<file path="config.mk">
export PLATFORM = sky130hd
export DESIGN_NAME = mem_arb
export DESIGN_NICKNAME = d
export VERILOG_FILES = /design/src/rtl/mem_arb_pkg.sv /design/src/rtl/mem_arb_pick.sv /design/src/rtl/mem_arb.sv
export SDC_FILE = /design/constraint.sdc
export NUM_CORES = 1
export LEC_CHECK = 0
export CAP_MARGIN = 20
export CORE_AREA = 2 2 572 574
export CTS_BUF_LIST = sky130_fd_sc_hd__clkbuf_16
export DETAILED_ROUTE_END_ITERATION = 6
export DIE_AREA = 0 0 574 576
export SKIP_LAST_GASP = 1
export SYNTH_ARGS = -nofsm -noshare
export SYNTH_HDL_FRONTEND = slang
export SYNTH_SLANG_ARGS = --single-unit
</file>
<file path="constraint.sdc">
create_clock -name clk -period 2.7 [get_ports clk]
set_input_delay 0.405 -clock clk [delete_from_list [all_inputs] [get_ports clk]]
set_output_delay 0.405 -clock clk [all_outputs]
set_load 0.005 [all_outputs]
</file>
<file path="src/rtl/mem_arb_pkg.sv">
// ----------------------------------------------------------------------------
// mem_arb_pkg
// Shared types for the I/D-cache to L2 arbiter: FSM state encoding, grant
// identifiers and the grant-to-state mapping used by the top level.
// No ports (package).
// ----------------------------------------------------------------------------
package mem_arb_pkg;

  localparam int unsigned STATE_W  = 3;
  localparam int unsigned GNT_ID_W = 2;

  // Arbiter FSM states.
  typedef enum logic [STATE_W-1:0] {
    ST_IDLE  = 3'd0,
    ST_GNT_I = 3'd1,
    ST_GNT_D = 3'd2,
    ST_GNT_W = 3'd3,
    ST_RESP  = 3'd4
  } state_e;

  // Grant identifiers produced by the picker.
  typedef enum logic [GNT_ID_W-1:0] {
    ID_NONE = 2'd0,
    ID_I    = 2'd1,
    ID_D    = 2'd2,
    ID_W    = 2'd3
  } gnt_e;

  // State entered on the cycle after a grant is issued from IDLE.
  function automatic state_e grant_state(input gnt_e g);
    case (g)
      ID_I:    return ST_GNT_I;
      ID_D:    return ST_GNT_D;
      ID_W:    return ST_GNT_W;
      default: return ST_IDLE;
    endcase
  endfunction

endpackage

</file>
<file path="src/rtl/mem_arb_pick.sv">
// ----------------------------------------------------------------------------
// arb_pick
// Combinational grant picker for mem_arb. A buffered write always wins; a
// d/i read tie goes to D under fixed priority, or to the requester that was
// not granted last when RR is set (mem_arb sets RR from MEM_ARB_RR_EN).
//
// Ports
//   wr_req_i  in   write buffer occupied
//   d_req_i   in   D-cache read request
//   i_req_i   in   I-cache read request
//   last_d_i  in   last read grant went to D (round-robin history)
//   gnt_c     out  selected grant (combinational)
// ----------------------------------------------------------------------------
module arb_pick
  import mem_arb_pkg::*;
#(
  parameter bit RR = 1'b0
) (
  input  logic wr_req_i,
  input  logic d_req_i,
  input  logic i_req_i,
  input  logic last_d_i,
  output gnt_e gnt_c
);

  // Priority: write > read tie (fixed D or round-robin) > single read.
  always_comb begin
    gnt_c = ID_NONE;
    if (wr_req_i) begin
      gnt_c = ID_W;
    end else if (d_req_i && i_req_i) begin
      gnt_c = (RR && last_d_i) ? ID_I : ID_D;
    end else if (d_req_i) begin
      gnt_c = ID_D;
    end else if (i_req_i) begin
      gnt_c = ID_I;
    end
  end

endmodule

</file>
<file path="src/rtl/mem_arb.sv">
// ----------------------------------------------------------------------------
// mem_arb
// Arbitrates I-cache fills, D-cache fills and a one-entry D-cache
// write-through buffer onto a single L2 port, one L2 transaction at a time.
// Optional feature: define MEM_ARB_RR_EN to break d_rd/i_rd ties
// round-robin instead of always favouring D. Writes always go first.
//
// Ports
//   clk        in   clock, rising edge
//   clr_n      in   asynchronous active-low reset
//   i_addr     in   I-cache miss address        i_rd   in  I fill request
//   i_data     out  I fill data                 i_dv   out I fill valid pulse
//   d_addr     in   D-cache address             d_rd   in  D fill request
//   d_wr       in   write-through pulse         d_wdata in write-through line
//   d_data     out  D fill data                 d_dv   out D fill valid pulse
//   d_wr_full  out  write buffer occupied
//   l2_addr    out  L2 address                  l2_rd/l2_wr out strobes
//   l2_wdata   out  L2 write line               l2_rdata in L2 read line
//   l2_dv      in   L2 read data valid / write acknowledge
// ----------------------------------------------------------------------------
module mem_arb
  import mem_arb_pkg::*;
#(
  parameter int unsigned LINE   = 256,
  parameter int unsigned ADDR_W = 64
) (
  input  logic              clk,
  input  logic              clr_n,
  input  logic [ADDR_W-1:0] i_addr,
  input  logic              i_rd,
  output logic [LINE-1:0]   i_data,
  output logic              i_dv,
  input  logic [ADDR_W-1:0] d_addr,
  input  logic              d_rd,
  input  logic              d_wr,
  input  logic [LINE-1:0]   d_wdata,
  output logic [LINE-1:0]   d_data,
  output logic              d_dv,
  output logic              d_wr_full,
  output logic [ADDR_W-1:0] l2_addr,
  output logic              l2_rd,
  output logic              l2_wr,
  output logic [LINE-1:0]   l2_wdata,
  input  logic [LINE-1:0]   l2_rdata,
  input  logic              l2_dv
);

`ifdef MEM_ARB_RR_EN
  localparam bit RrEn = 1'b1;
`else
  localparam bit RrEn = 1'b0;
`endif

  state_e              state_q;
  logic [ADDR_W-1:0]   l2_addr_q;
  logic                l2_rd_q;
  logic                l2_wr_q;
  logic [LINE-1:0]     l2_wdata_q;
  logic [LINE-1:0]     i_data_q;
  logic [LINE-1:0]     d_data_q;
  logic                i_dv_q;
  logic                d_dv_q;
  logic                drop_q;
  logic                last_d_q;

  logic                wb_full_q, wb_full_d;
  logic [ADDR_W-1:0]   wb_addr_q, wb_addr_d;
  logic [LINE-1:0]     wb_data_q, wb_data_d;
  logic                wb_drain_c;

  gnt_e                gnt_c;

  // Grant selection; only consulted while the FSM is in IDLE.
  arb_pick #(
    .RR (RrEn)
  ) u_pick (
    .wr_req_i (wb_full_q),
    .d_req_i  (d_rd),
    .i_req_i  (i_rd),
    .last_d_i (last_d_q),
    .gnt_c    (gnt_c)
  );

  // The buffered write is acknowledged this cycle.
  assign wb_drain_c = (state_q == ST_GNT_W) && l2_dv;

  // Write buffer: accept when empty, or when the current entry drains now.
  always_comb begin
    wb_full_d = wb_full_q;
    wb_addr_d = wb_addr_q;
    wb_data_d = wb_data_q;
    if (wb_drain_c) begin
      wb_full_d = 1'b0;
    end
    if (d_wr && (!wb_full_q || wb_drain_c)) begin
      wb_full_d = 1'b1;
      wb_addr_d = d_addr;
      wb_data_d = d_wdata;
    end
  end

  always_ff @(posedge clk or negedge clr_n) begin
    if (!clr_n) begin
      wb_full_q <= 1'b0;
      wb_addr_q <= '0;
      wb_data_q <= '0;
    end else begin
      wb_full_q <= wb_full_d;
      wb_addr_q <= wb_addr_d;
      wb_data_q <= wb_data_d;
    end
  end

  // Arbiter FSM with registered L2 strobes/address and fill responses.
  always_ff @(posedge clk or negedge clr_n) begin
    if (!clr_n) begin
      state_q    <= ST_IDLE;
      l2_addr_q  <= '0;
      l2_rd_q    <= 1'b0;
      l2_wr_q    <= 1'b0;
      l2_wdata_q <= '0;
      i_data_q   <= '0;
      d_data_q   <= '0;
      i_dv_q     <= 1'b0;
      d_dv_q     <= 1'b0;
      drop_q     <= 1'b0;
      last_d_q   <= 1'b0;
    end else begin
      // Fill-valid is a single-cycle pulse, set only on entry to RESP.
      i_dv_q <= 1'b0;
      d_dv_q <= 1'b0;
      case (state_q)
        ST_IDLE: begin
          drop_q  <= 1'b0;
          state_q <= grant_state(gnt_c);
          case (gnt_c)
            ID_W: begin
              l2_wr_q    <= 1'b1;
              l2_addr_q  <= wb_addr_q;
              l2_wdata_q <= wb_data_q;
            end
            ID_D: begin
              l2_rd_q   <= 1'b1;
              l2_addr_q <= d_addr;
              last_d_q  <= 1'b1;
            end
            ID_I: begin
              l2_rd_q   <= 1'b1;
              l2_addr_q <= i_addr;
              last_d_q  <= 1'b0;
            end
            default: ;
          endcase
        end

        // A requester that lets go of rd at any point forfeits its dv,
        // but the L2 read still runs to completion.
        ST_GNT_I: begin
          if (!i_rd) begin
            drop_q <= 1'b1;
          end
          if (l2_dv) begin
            l2_rd_q <= 1'b0;
            if (i_rd && !drop_q) begin
              i_data_q <= l2_rdata;
              i_dv_q   <= 1'b1;
              state_q  <= ST_RESP;
            end else begin
              state_q  <= ST_IDLE;
            end
          end
        end

        ST_GNT_D: begin
          if (!d_rd) begin
            drop_q <= 1'b1;
          end
          if (l2_dv) begin
            l2_rd_q <= 1'b0;
            if (d_rd && !drop_q) begin
              d_data_q <= l2_rdata;
              d_dv_q   <= 1'b1;
              state_q  <= ST_RESP;
            end else begin
              state_q  <= ST_IDLE;
            end
          end
        end

        // Buffer release happens in the write-buffer block via wb_drain_c.
        ST_GNT_W: begin
          if (l2_dv) begin
            l2_wr_q <= 1'b0;
            state_q <= ST_IDLE;
          end
        end

        ST_RESP: begin
          state_q <= ST_IDLE;
        end

        default: begin
          state_q <= ST_IDLE;
        end
      endcase
    end
  end

  assign l2_addr   = l2_addr_q;
  assign l2_rd     = l2_rd_q;
  assign l2_wr     = l2_wr_q;
  assign l2_wdata  = l2_wdata_q;
  assign i_data    = i_data_q;
  assign i_dv      = i_dv_q;
  assign d_data    = d_data_q;
  assign d_dv      = d_dv_q;
  assign d_wr_full = wb_full_q;

endmodule

</file>
==> results.toml <==
[run_status]
status = "finished clean"

[worst_setup_path]
path_max_fanout = 6
crit_path_start_kind = "register"
crit_type = "reg -> out"
cp-end-kind = "output port"
cp_top_family = "buffers and inverters"
r2r_cells = 5
cp.depth = 1
crit_required_ns = 2.30
crit_path_start = "d_wr_full"
reg2reg_slack_ns = 0.38
r2r-end = "d_data[75]"
cpPeakStageDelay_ns = 0.77
crit_path_end = "d_wr_full"
cpMaxStageDelayCell = "clkdlybuf4s50_1"
worst_ep_arrival_time_ns = 2.07
r2r_start = "state_q[2]"
crit_chain = "clkdlybuf4s50_1"
cp_num_buf_inv = 1

[power]
power_density_nw_per_um2 = 1234
vdd_drop_max_mv = 0.6445
p_leak_nw = 29.40

[clocking]
numCtsBuffers = 142
cts.htree.levels = 4
root_buffer = "clkbuf_16"
clk_latency_ns = 0.85
clock-sinks = 1161
path_clk_slew_ns = 0.06
cts_tree = "yes"
cts_max_path_buffers = 4
cts_setup_buffers = 0

[synth]
synth_seq_cells = 1161
syn_area_um2 = 45550
synth_top_area_cell = "dfrtp_1"
synthDistinctLibCells = 35
synth_ff_type = "dfrtp_1"
synth_edf_count = 0
netlist_instances = 2716
async_reset_ff_share_pct = 100.0
avgSynthCellArea_um2 = 16.77
yosysTopAreaCellShare_pct = 63.79
seq_area_frac_synth_pct = 63.79
ys_top_cells_by_area = "dfrtp_1 (64%), mux2_2 (20%), mux2_4 (7.9%)"
yosys_warnings = 0
mappedNetlistNets = 3366

[routing]
via_count = 31260
first_pass_iters = 5
drtAntennaViolNets = 0
post_drt_wl_per_cell_um = 28.26
wl_um = 250600
drt_iter0_markers = 1623
drc = 0
vias_per_cell = 3.526

[global_route]
grtUsageTotal_pct = 14.59
grt_pass1_wl_um = 325100
grt_pass1_vias = 32870
antenna_found_initial = 173
grt_max_degree = 101
grt-ovfl-total = 0

[placement]
dpl.hpwl_um = 211000
port_buffers = 1482
gp_congestion = 0.9205
dpl_worst_slack_ns = -0.2633

[min_path]
hp-class = "in -> reg"

[sta]
timing_hold_violations_final = 0
period_share_pct = 91.57
fmaxAchievable_mhz = 404.5
slew_headroom_pct = 44.02
drv_slew = 0
worstMarginPinSlew_ns = 0.8397
skew_ns = 0.07145
fin_crit_ns = 2.472
grt_setup_unrepaired = "no"
setup_viol = 0
fin_ws_ns = 0.2276

[flow_run]
cap_violations = 0

[cells_and_area]
nNetsFinal = 4980
drive_above_1_share_pct = 32.10
mostFrequentLayoutCells = "clkdlybuf4s50_1 (1475), dfrtp_1 (1161), mux2_2 (812)"
post-route-util_pct = 21.81
areaGrowthSynthToFinish_pct = 55.74
layout_commonest_cell = "clkdlybuf4s50_1"

[floorplanning]
coreArea_um2 = 325300
fp-row-count = 210
initial_core_util_pct = 14.00
die_area_um2 = 330600
ioPinCount = 1483
die_y_um = 576
fp.dieW_um = 574
-- metal layers --
metal  wire length, µm  part of all wire, %  global-route usage [%]
met4             11140                  4.4                   5.699
met5               517                 0.21                       0
met3             33680                   13                   8.543
met2            120200                   48                   24.68
met1             85050                   34                   14.67
-- registers in the layout (all words and copies together), names as in the netlist --
name and flops:
d_data 256, i_data 256, l2_wdata 256, wb_data_q 256
l2_addr 64, wb_addr_q 64, state_q 3, d_dv 1
d_wr_full 1, drop_q 1, i_dv 1, l2_rd 1
l2_wr 1
-- power breakdown --
group / leakage [nW] / switching (mW) / internal (mW)
Combinational: 13.0 / 14.8 / 21.6
Clock: 2.30 / 8.07 / 10.9
Sequential: 14.1 / 6.08 / 26.2
Total: 29.4 / 28.9 / 58.7
-- worst reg2reg max path: stages (launching register included) --
cell and delay (ns):
dfrtp_1 0.51, nand2b_4 0.21, or3_4 0.49, buf_12 0.21, buf_4 0.42, mux2_4 0.37
-- cells by family after synthesis --
logic type	count (synthesis)	synth area share, %
AO/OA/AOI/OAI	139	2.426
flip-flops	1161	63.79
adder cells (fa/ha/maj)	4	0.1099
buffers and inverters	172	3.074
multiplexers	1089	28.90
AND/OR/NAND/NOR	151	1.703
-- worst min path at each step --
stage,from,endpoint,depth (start not counted)
3_3_place_gp,clr_n,i_data[4],1
4_1_cts,d_wdata[108],wb_data_q[108],2
5_1_grt,d_wdata[17],wb_data_q[17],2
6_report,d_wdata[108],wb_data_q[108],2
2_1_floorplan,clr_n,d_data[0],0
3_5_place_dp,clr_n,i_data[4],1
-- cells in the mapped netlist, drive strengths merged (4+ instances only) --
library cell	instances
buf	129
inv	6
mux2	1088
dfrtp	1161
a221oi	64
clkbuf	37
nor2b	65
o31ai	64
ha	4
nor2	5
nand2	69
o21ai	4
-- area by class of cell --
| class | instances | area [µm²] |
|---|---|---|
| clock inverter | 114 | 983.4 |
| fill | 34470 | 254400 |
| timing repair buffer | 1636 | 16550 |
| multi-input combinational | 1383 | 15140 |
| tap | 4346 | 5438 |
| antenna | 77 | 192.7 |
| sequential | 1161 | 29050 |
| clock buffer | 142 | 3553 |
| inverter | 6 | 22.52 |
-- metrics by stage --
step,instances,cell area (µm²),setup TNS [ns],hold WS (ns),power [mW]
floorplan,2716,45550,0,0.1094,44.66
global placement,8531,66190,-72.91,0.3944,68.31
detailed placement,8531,66190,-83.00,0.3949,69.16
CTS,8788,70740,0,0.06356,88.80
global route,8856,70910,0,0.1160,92.15
finish,8865,70930,0,0.1716,87.56
-- what timing repair did --
item                       CTS  global route
hold buffers                 1             0
resized for setup            1             0
hold endpoints to repair   507             0
setup endpoints to repair    1             0
Note: power is estimated with default switching activity, not from simulation.
